[src/rtl/gpa_fhdo_dac_iface_pkg.sv]
// Shared constants, FSM state type and frame helpers for the GPA-FHDO DAC80504 interface.
package gpa_fhdo_pkg;

   localparam int unsigned FRAME_W = 24;

   // DAC80504 channel data register addresses
   localparam logic [3:0] DAC0_ADDR = 4'h8;
   localparam logic [3:0] DAC1_ADDR = 4'h9;
   localparam logic [3:0] DAC2_ADDR = 4'hA;
   localparam logic [3:0] DAC3_ADDR = 4'hB;

   typedef enum logic [1:0] {
      IDLE,
      LOAD,
      SHIFT,
      GAP
   } state_t;

   function automatic logic [3:0] dac_addr(input logic [1:0] chan);
      logic [3:0] addr;
      unique case (chan)
         2'd0:    addr = DAC0_ADDR;
         2'd1:    addr = DAC1_ADDR;
         2'd2:    addr = DAC2_ADDR;
         default: addr = DAC3_ADDR;
      endcase
      return addr;
   endfunction

   // Write frame: R/W=0, three reserved zeros, register address, 16-bit data
   function automatic logic [FRAME_W-1:0] dac_write_frame(input logic [3:0] addr,
                                                          input logic [15:0] data);
      return {1'b0, 3'b000, addr, data};
   endfunction

endpackage

[src/rtl/gpa_fhdo_dac_iface_if.sv]
// Sample-input and SPI pin bundle between the gradient sequencer, the DAC interface and the board.
interface gpa_fhdo_dac_iface_if;

   logic [23:0] datax_i;
   logic [23:0] datay_i;
   logic [23:0] dataz_i;
   logic [23:0] dataz2_i;
   logic        valid_i;
   logic        busy_o;
   logic        fhd_clk_o;
   logic        fhd_sdo_o;
   logic        fhd_csn_o;
   logic        fhd_sdi_i;

   // DAC interface side (SPI master)
   modport master (
      input  datax_i, datay_i, dataz_i, dataz2_i, valid_i, fhd_sdi_i,
      output busy_o, fhd_clk_o, fhd_sdo_o, fhd_csn_o
   );

   // Sequencer / board side
   modport slave (
      output datax_i, datay_i, dataz_i, dataz2_i, valid_i, fhd_sdi_i,
      input  busy_o, fhd_clk_o, fhd_sdo_o, fhd_csn_o
   );

endinterface

[src/rtl/gpa_fhdo_spi_shifter.sv]
// Generic 24-bit SPI frame shifter: SCLK idles high, data presented MSB first and
// held across the falling edge, csn released together with the final SCLK rise.
module gpa_fhdo_spi_shifter
   import gpa_fhdo_pkg::*;
#(
   parameter int unsigned SCLK_DIV = 1
) (
   input  logic               clk,
   input  logic               rst_n,
   input  logic               i_start,
   input  logic [FRAME_W-1:0] i_frame,
   output logic               o_done,
   output logic               o_csn,
   output logic               o_sclk,
   output logic               o_sdo
);

   localparam int unsigned      DIV_W    = (SCLK_DIV > 1) ? $clog2(SCLK_DIV) : 1;
   localparam logic [DIV_W-1:0] DIV_LAST = DIV_W'(SCLK_DIV - 1);

   logic [DIV_W-1:0]   r_div_cnt;
   logic [4:0]         r_bit_cnt;
   logic               r_low_half;
   logic               r_active;
   logic [FRAME_W-2:0] r_sr;
   logic               r_csn;
   logic               r_sclk;
   logic               r_sdo;

   logic w_tick;
   logic w_last_bit;

   assign w_tick     = r_active && (r_div_cnt == DIV_LAST);
   assign w_last_bit = (r_bit_cnt == 5'(FRAME_W - 1));
   // High in the last cycle of a frame; csn rises on the following edge
   assign o_done     = w_tick && r_low_half && w_last_bit;

   assign o_csn  = r_csn;
   assign o_sclk = r_sclk;
   assign o_sdo  = r_sdo;

   // Half-period divider, bit counter and registered SPI pin generation
   always_ff @(posedge clk or negedge rst_n) begin
      if (!rst_n) begin
         r_div_cnt  <= '0;
         r_bit_cnt  <= '0;
         r_low_half <= 1'b0;
         r_active   <= 1'b0;
         r_sr       <= '0;
         r_csn      <= 1'b1;
         r_sclk     <= 1'b1;
         r_sdo      <= 1'b0;
      end else if (i_start) begin
         r_div_cnt  <= '0;
         r_bit_cnt  <= '0;
         r_low_half <= 1'b0;
         r_active   <= 1'b1;
         r_sr       <= i_frame[FRAME_W-2:0];
         r_csn      <= 1'b0;
         r_sclk     <= 1'b1;
         r_sdo      <= i_frame[FRAME_W-1];
      end else if (r_active) begin
         if (w_tick) begin
            r_div_cnt <= '0;
            if (!r_low_half) begin
               r_sclk     <= 1'b0;
               r_low_half <= 1'b1;
            end else begin
               r_sclk     <= 1'b1;
               r_low_half <= 1'b0;
               if (w_last_bit) begin
                  r_csn    <= 1'b1;
                  r_active <= 1'b0;
                  r_sdo    <= 1'b0;
               end else begin
                  r_bit_cnt <= r_bit_cnt + 5'd1;
                  r_sdo     <= r_sr[FRAME_W-2];
                  r_sr      <= {r_sr[FRAME_W-3:0], 1'b0};
               end
            end
         end else begin
            r_div_cnt <= r_div_cnt + DIV_W'(1);
         end
      end
   end

endmodule

[src/rtl/gpa_fhdo_dac_iface.sv]
// GPA-FHDO DAC80504 interface: latches a 4-channel gradient sample and sends four
// write frames (X, Y, Z, Z2) with a one-deep pending buffer for samples arriving while busy.
// The shifter start is decoded combinationally at the deciding edge (valid in IDLE, or
// end of GAP), so csn falls in the cycle right after valid_i; LOAD is that first frame cycle.
module gpa_fhdo_dac_iface
   import gpa_fhdo_pkg::*;
#(
   parameter int unsigned SCLK_DIV = 1,
   parameter int unsigned CSN_GAP  = 2
) (
   input  logic                 clk,
   input  logic                 rst_n,
   gpa_fhdo_dac_iface_if.master bus
);

   localparam int unsigned      GAP_W    = (CSN_GAP > 1) ? $clog2(CSN_GAP) : 1;
   localparam logic [GAP_W-1:0] GAP_LAST = GAP_W'(CSN_GAP - 1);

   state_t           r_state;
   logic             r_busy;
   logic [1:0]       r_chan;
   logic [GAP_W-1:0] r_gap_cnt;
   logic [3:0][15:0] r_work;
   logic [3:0][15:0] r_pend;
   logic             r_pend_valid;

   logic [3:0][15:0]   w_in;
   logic [3:0][15:0]   w_src;
   logic [1:0]         w_chan_nxt;
   logic               w_gap_end;
   logic               w_last_chan;
   logic               w_start_new;
   logic               w_start;
   logic [FRAME_W-1:0] w_frame;
   logic               w_done;
   logic               w_csn;
   logic               w_sclk;
   logic               w_sdo;
   logic               w_unused;

   assign w_in = {bus.dataz2_i[15:0], bus.dataz_i[15:0], bus.datay_i[15:0], bus.datax_i[15:0]};
   // A sample arriving on the deciding edge is newer than anything pending
   assign w_src       = bus.valid_i ? w_in : r_pend;
   assign w_chan_nxt  = r_chan + 2'd1;
   assign w_gap_end   = (r_state == GAP) && (r_gap_cnt == GAP_LAST);
   assign w_last_chan = (r_chan == 2'd3);
   assign w_start_new = ((r_state == IDLE) && bus.valid_i) ||
                        (w_gap_end && w_last_chan && (bus.valid_i || r_pend_valid));
   assign w_start     = w_start_new || (w_gap_end && !w_last_chan);

   // Frame for the shifter: channel X of a new sample, or the next channel of the current one
   always_comb begin
      w_frame = dac_write_frame(dac_addr(2'd0), w_src[0]);
      if (!w_start_new) begin
         w_frame = dac_write_frame(dac_addr(w_chan_nxt), r_work[w_chan_nxt]);
      end
   end

   gpa_fhdo_spi_shifter #(
      .SCLK_DIV(SCLK_DIV)
   ) u_shifter (
      .clk    (clk),
      .rst_n  (rst_n),
      .i_start(w_start),
      .i_frame(w_frame),
      .o_done (w_done),
      .o_csn  (w_csn),
      .o_sclk (w_sclk),
      .o_sdo  (w_sdo)
   );

   assign bus.busy_o    = r_busy;
   assign bus.fhd_csn_o = w_csn;
   assign bus.fhd_clk_o = w_sclk;
   assign bus.fhd_sdo_o = w_sdo;

   // Readback and upper data bits are not used
   assign w_unused = ^{bus.fhd_sdi_i, bus.datax_i[23:16], bus.datay_i[23:16],
                       bus.dataz_i[23:16], bus.dataz2_i[23:16]};

   // Channel sequencer, sample/pending registers and busy flag
   always_ff @(posedge clk or negedge rst_n) begin
      if (!rst_n) begin
         r_state      <= IDLE;
         r_busy       <= 1'b0;
         r_chan       <= '0;
         r_gap_cnt    <= '0;
         r_work       <= '0;
         r_pend       <= '0;
         r_pend_valid <= 1'b0;
      end else begin
         if (w_start_new) begin
            r_work       <= w_src;
            r_pend_valid <= 1'b0;
         end else if (bus.valid_i) begin
            r_pend       <= w_in;
            r_pend_valid <= 1'b1;
         end

         case (r_state)
            IDLE: begin
               if (w_start_new) begin
                  r_state <= LOAD;
                  r_busy  <= 1'b1;
                  r_chan  <= '0;
               end
            end
            LOAD: r_state <= SHIFT;
            SHIFT: begin
               if (w_done) begin
                  r_state   <= GAP;
                  r_gap_cnt <= '0;
               end
            end
            GAP: begin
               if (!w_gap_end) begin
                  r_gap_cnt <= r_gap_cnt + GAP_W'(1);
               end else if (w_start) begin
                  r_state <= LOAD;
                  r_chan  <= w_start_new ? 2'd0 : w_chan_nxt;
               end else begin
                  r_state <= IDLE;
                  r_busy  <= 1'b0;
               end
            end
            default: r_state <= IDLE;
         endcase
      end
   end

endmodule

[src/flat_wrapper.sv]
// flat-port wrapper written by rule: the top's interface ports become plain ports
module gpa_fhdo_dac_iface_flat import gpa_fhdo_pkg::*;
#(
   parameter int unsigned SCLK_DIV = 1,
   parameter int unsigned CSN_GAP  = 2
)
  (clk, rst_n, bus_datax_i, bus_datay_i, bus_dataz_i, bus_dataz2_i, bus_valid_i, bus_fhd_sdi_i, bus_busy_o, bus_fhd_clk_o, bus_fhd_sdo_o, bus_fhd_csn_o);
  gpa_fhdo_dac_iface_if bus_i ();
  input  logic clk;
  input  logic rst_n;
  input wire logic [$bits(bus_i.datax_i)-1:0] bus_datax_i;
  input wire logic [$bits(bus_i.datay_i)-1:0] bus_datay_i;
  input wire logic [$bits(bus_i.dataz_i)-1:0] bus_dataz_i;
  input wire logic [$bits(bus_i.dataz2_i)-1:0] bus_dataz2_i;
  input wire logic [$bits(bus_i.valid_i)-1:0] bus_valid_i;
  input wire logic [$bits(bus_i.fhd_sdi_i)-1:0] bus_fhd_sdi_i;
  output wire logic [$bits(bus_i.busy_o)-1:0] bus_busy_o;
  output wire logic [$bits(bus_i.fhd_clk_o)-1:0] bus_fhd_clk_o;
  output wire logic [$bits(bus_i.fhd_sdo_o)-1:0] bus_fhd_sdo_o;
  output wire logic [$bits(bus_i.fhd_csn_o)-1:0] bus_fhd_csn_o;
  assign bus_i.datax_i = bus_datax_i;
  assign bus_i.datay_i = bus_datay_i;
  assign bus_i.dataz_i = bus_dataz_i;
  assign bus_i.dataz2_i = bus_dataz2_i;
  assign bus_i.valid_i = bus_valid_i;
  assign bus_i.fhd_sdi_i = bus_fhd_sdi_i;
  assign bus_busy_o = bus_i.busy_o;
  assign bus_fhd_clk_o = bus_i.fhd_clk_o;
  assign bus_fhd_sdo_o = bus_i.fhd_sdo_o;
  assign bus_fhd_csn_o = bus_i.fhd_csn_o;
  gpa_fhdo_dac_iface #(.SCLK_DIV(SCLK_DIV), .CSN_GAP(CSN_GAP)) u_core (.clk(clk), .rst_n(rst_n), .bus(bus_i));
endmodule
[config.mk]
export PLATFORM = sky130hd
export DESIGN_NAME = gpa_fhdo_dac_iface_flat
export DESIGN_NICKNAME = d
export VERILOG_FILES = /design/src/rtl/gpa_fhdo_dac_iface_pkg.sv /design/src/rtl/gpa_fhdo_dac_iface_if.sv /design/src/rtl/gpa_fhdo_spi_shifter.sv /design/src/rtl/gpa_fhdo_dac_iface.sv /design/src/flat_wrapper.sv
export SDC_FILE = /design/constraint.sdc
export NUM_CORES = 1
export LEC_CHECK = 0
export CAP_MARGIN = 10
export CORE_MARGIN = 2
export CORE_UTILIZATION = 59
export DETAILED_ROUTE_END_ITERATION = 10
export PLACE_DENSITY = 0.95
export SLEW_MARGIN = 20
export SYNTH_ARGS = -nofsm -noshare
export SYNTH_HDL_FRONTEND = slang
export SYNTH_SLANG_ARGS = --single-unit
[constraint.sdc]
create_clock -name clk -period 3.5 [get_ports clk]
set_input_delay 0.525 -clock clk [delete_from_list [all_inputs] [get_ports clk]]
set_output_delay 0.525 -clock clk [all_outputs]
set_load 0.01 [all_outputs]
==> out/qor.yml <==
global_route:
  grt.total_usage_pct: 27.4
  grt_pass1_vias: 5811
  met2_usage_pct: 47.4
  grt_max_degree: 88
  grt_pass1_wl_um: 30000
  grt.overflow.total: 0
  met3_usage_pct: 6.42
  top_usage_layer: "met2"
  antenna_found_initial: 0
  gr-usage-met1_pct: 32.2
pwr:
  power_density_nw_per_um2: 480
  leakage_uw: 0.00415
  peakVddDrop_mv: 0.303
yosys:
  synth_area_leaders: "dfrtp_1, mux2_2, mux2i_1"
  synth_fa_ha_area_share_pct: 0.971
  synthesis.area_um2: 7730
  synth-compound-area-share_pct: 10.5
  yosysUniqueCellTypes: 46
  yosys.area_share.simple_pct: 7.88
  yosysTopAreaCell: "dfrtp_1"
  synth-edff-count: 0
  ys_ff_latch: 169
  yosysWarnings: 0
  synth.net_count: 758
  synth_xor_area_share_pct: 0.453
  syn_inst: 652
  ys_seq_area_share_pct: 54.7
  synth_top_area_share_pct: 54.0
  yosysMostFrequentCell: "dfrtp_1"
  syn-mean-instance-area_um2: 11.9
  muxShareOfSynthArea_pct: 22.4
  synth_ff_type: "dfrtp_1"
  synth_top_family_by_area: "multiplexers"
  ys_top_cells_by_count: "dfrtp_1, nand2_1, o21ai_0, mux2_2, mux2i_1"
  async_flop_share_pct: 100
detailed_routing:
  wire_per_inst_um: 20.4
  dr_total_vias: 5535
  drc: 0
  drt_iter0_drc: 499
  wirelength_um: 18200
  first_pass_iters: 6
  drt.antenna.violating_nets: 0
  avgViaCountPerCell: 6.21
sta:
  tns_ns: 0
  rsz0062_at_grt: "no"
  finalMaxSlewViolations: 0
  final-hold-violation-count: 0
  max_freq_ghz: 0.358
  fin_skew_ns: 0.0110
  min_period_ns: 2.80
  max-slew-margin-rel_pct: 39.2
  fin_crit_sh_pct: 79.9
  worst_pin_slew_ns: 0.912
  setup_viol_count_final: 0
clock_network:
  cts_buffers: 17
  cts_tree: "done"
  post_cts_buffers: 0
  cts.hold.buffers_added: 0
  root_buffer: "clkbuf_16"
  clock_latency_ns: 0.43
  clock_path_buffers: 2
  cts.repair.resized: 0
  htreeDepth: 4
  clk_pin_slew_ns: 0.06
  cts_num_sinks: 169
setup_path:
  crit_required_ns: 3.80
  path_buf_inv: 1
  worst_setup_path_start_kind: "flip-flop"
  arrival_ns: 3.10
  worstPathMaxFanout: 87
  end_kind: "flip-flop"
  slowest_delay_ns: 0.75
  cp_top_family: "compound AO/OA/AOI/OAI gates"
  crit_path_cell_trace: "ha_1 > a32oi_2 > or2_4 > buf_4 > a2bb2oi_1 > a21oi_1"
  crit_path_top_delay_cell: "or2_4"
  path_class: "flip-flop to flip-flop"
die:
  die_w_um: 118
  initial_core_util_pct: 60.8
  design.core.area_um2: 12700
  dieArea_um2: 14000
  core.rowCount: 41
  pin_count: 104
  die_y_um: 118
layout:
  syn2layout_area_growth_pct: 18.4
  drive_gt1_share_pct: 17.8
  nFillCells: 826
  antenna_cells: 0
  final_cells: 892
  nNetsFinal: 813
place:
  hpwl_um: 11800
  port_buffers: 70
  gp_congestion: 0.847
  place_inst: 860
job:
  maxCapViolCount: 0
status:
  outcome: "completed"
min_path:
  hp-class: "primary input to asynchronous set/reset pin"
==> cell usage in the layout (no fill, tap or decap), drive strengths merged, types with 4 or more instances in the layout <==
cell	instances
a21oi	23
nand2	81
o21ai	76
mux2	65
a21o	4
mux4	16
nor3	4
clkbuf	21
dfrtp	167
a22oi	5
nand3	4
a2bb2oi	11
clkdlybuf4s50	68
bufinv	4
inv	6
nor2	37
mux2i	64
clkinv	4
buf	11
ha	6
==> path summary, 6_finish.rpt <==
kind / depth (start not counted) / slack (ns) / startpoint / endpoint
setup / recovery: 6 / 0.70 / u_core.r_state[1]$_DFFE_PN0P_ / u_core.u_shifter.r_sr[8]$_DFFE_PN0P_
hold / removal: 1 / 0.17 / rst_n / u_core.r_pend[17]$_DFFE_PN0N_
setup reg to reg: 6 / 0.70 / u_core.r_state[1]$_DFFE_PN0P_ / u_core.u_shifter.r_sr[8]$_DFFE_PN0P_
hold reg to reg: 1 / 0.49 / u_core.r_work[4]$_DFFE_PN0P_ / u_core.r_work[4]$_DFFE_PN0P_
max in group asynchronous: 2 / 2.48 / rst_n / u_core.r_pend[2]$_DFFE_PN0N_
min in group clk: 1 / 0.49 / u_core.r_work[4]$_DFFE_PN0P_ / u_core.r_work[4]$_DFFE_PN0P_
==> layer usage <==
| layer | wire [um] | vias up | part of all wire (%) |
|---|---|---|---|
| met5 | 0 | - | 0 |
| met4 | 881 | 0 | 4.8 |
| met2 | 9550 | 269 | 52 |
| met1 | 6700 | 2747 | 37 |
| li1 | - | 2453 | - |
| met3 | 1100 | 66 | 6.0 |
==> flip-flops by register name, summed over array words and instances, names as in the netlist <==
signal and flops:
u_core.u_shifter.r_sr 23, u_core.u_shifter.r_low_half 1, u_core.bus.busy_o 1, u_core.u_shifter.o_sclk 1, u_core.r_gap_cnt 1, u_core.u_shifter.o_csn 1
u_core.r_pend_valid 1, u_core.r_pend 64, u_core.r_chan 2, u_core.u_shifter.r_active 1, u_core.r_state 2, u_core.u_shifter.o_sdo 1
u_core.u_shifter.r_bit_cnt 5, u_core.r_work 64, u_core.u_shifter.r_div_cnt 1
==> through the flow <==
step | total power (uW) | hold slack (ns) | instance area [um2] | util [%] | setup WS [ns]
floorplan | 2250 | 0.229 | 7730 | - | 1.61
global placement | 2410 | 0.456 | 8530 | 67.0 | 0.894
detailed placement | 2430 | 0.470 | 8530 | 67.0 | 0.873
CTS | 4410 | 0.203 | 9150 | 72.0 | 0.746
global route | 4530 | 0.236 | 9150 | 72.0 | 0.571
finish | 4400 | 0.174 | 9150 | 72.0 | 0.703
==> report_power, final <==
part | total [uW] | switching, uW | internal, uW
Clock | 2000 | 765 | 1230
Sequential | 2070 | 40.7 | 2030
Combinational | 331 | 150 | 181
Total | 4400 | 956 | 3440
==> cells by family (layout without fill, tap and decap cells) <==
kind of cell | Yosys count | after routing
multiplexers | 145 | 145
flip-flops | 169 | 169
AND/OR/NAND/NOR | 144 | 144
adder cells (fa/ha/maj) | 6 | 6
buffers and inverters | 48 | 116
XOR/XNOR | 4 | 4
AO/OA/AOI/OAI | 136 | 136
==> worst reg2reg max path, delay by kind of cell, from the launching register on <==
family	cells	cell delay, ns
buffers and inverters	1	0.39
AO/OA/AOI/OAI	3	0.77
flip-flops	1	0.42
AND/OR/NAND/NOR	1	0.75
adder cells (fa/ha/maj)	1	0.34
==> area by class of cell <==
| cell class | count | area (um2) | share of cell area, % |
|---|---|---|---|
| clock buffers | 21 | 460 | 5.03 |
| clock inverters | 11 | 168 | 1.83 |
| inverters | 5 | 18.8 | 0.205 |
| multi-input cells | 435 | 3270 | 35.7 |
| flip-flops and latches | 169 | 4230 | 46.2 |
| well taps | 172 | 215 | 2.35 |
| repair buffers | 79 | 792 | 8.65 |
(Power assumes the default switching activity.)
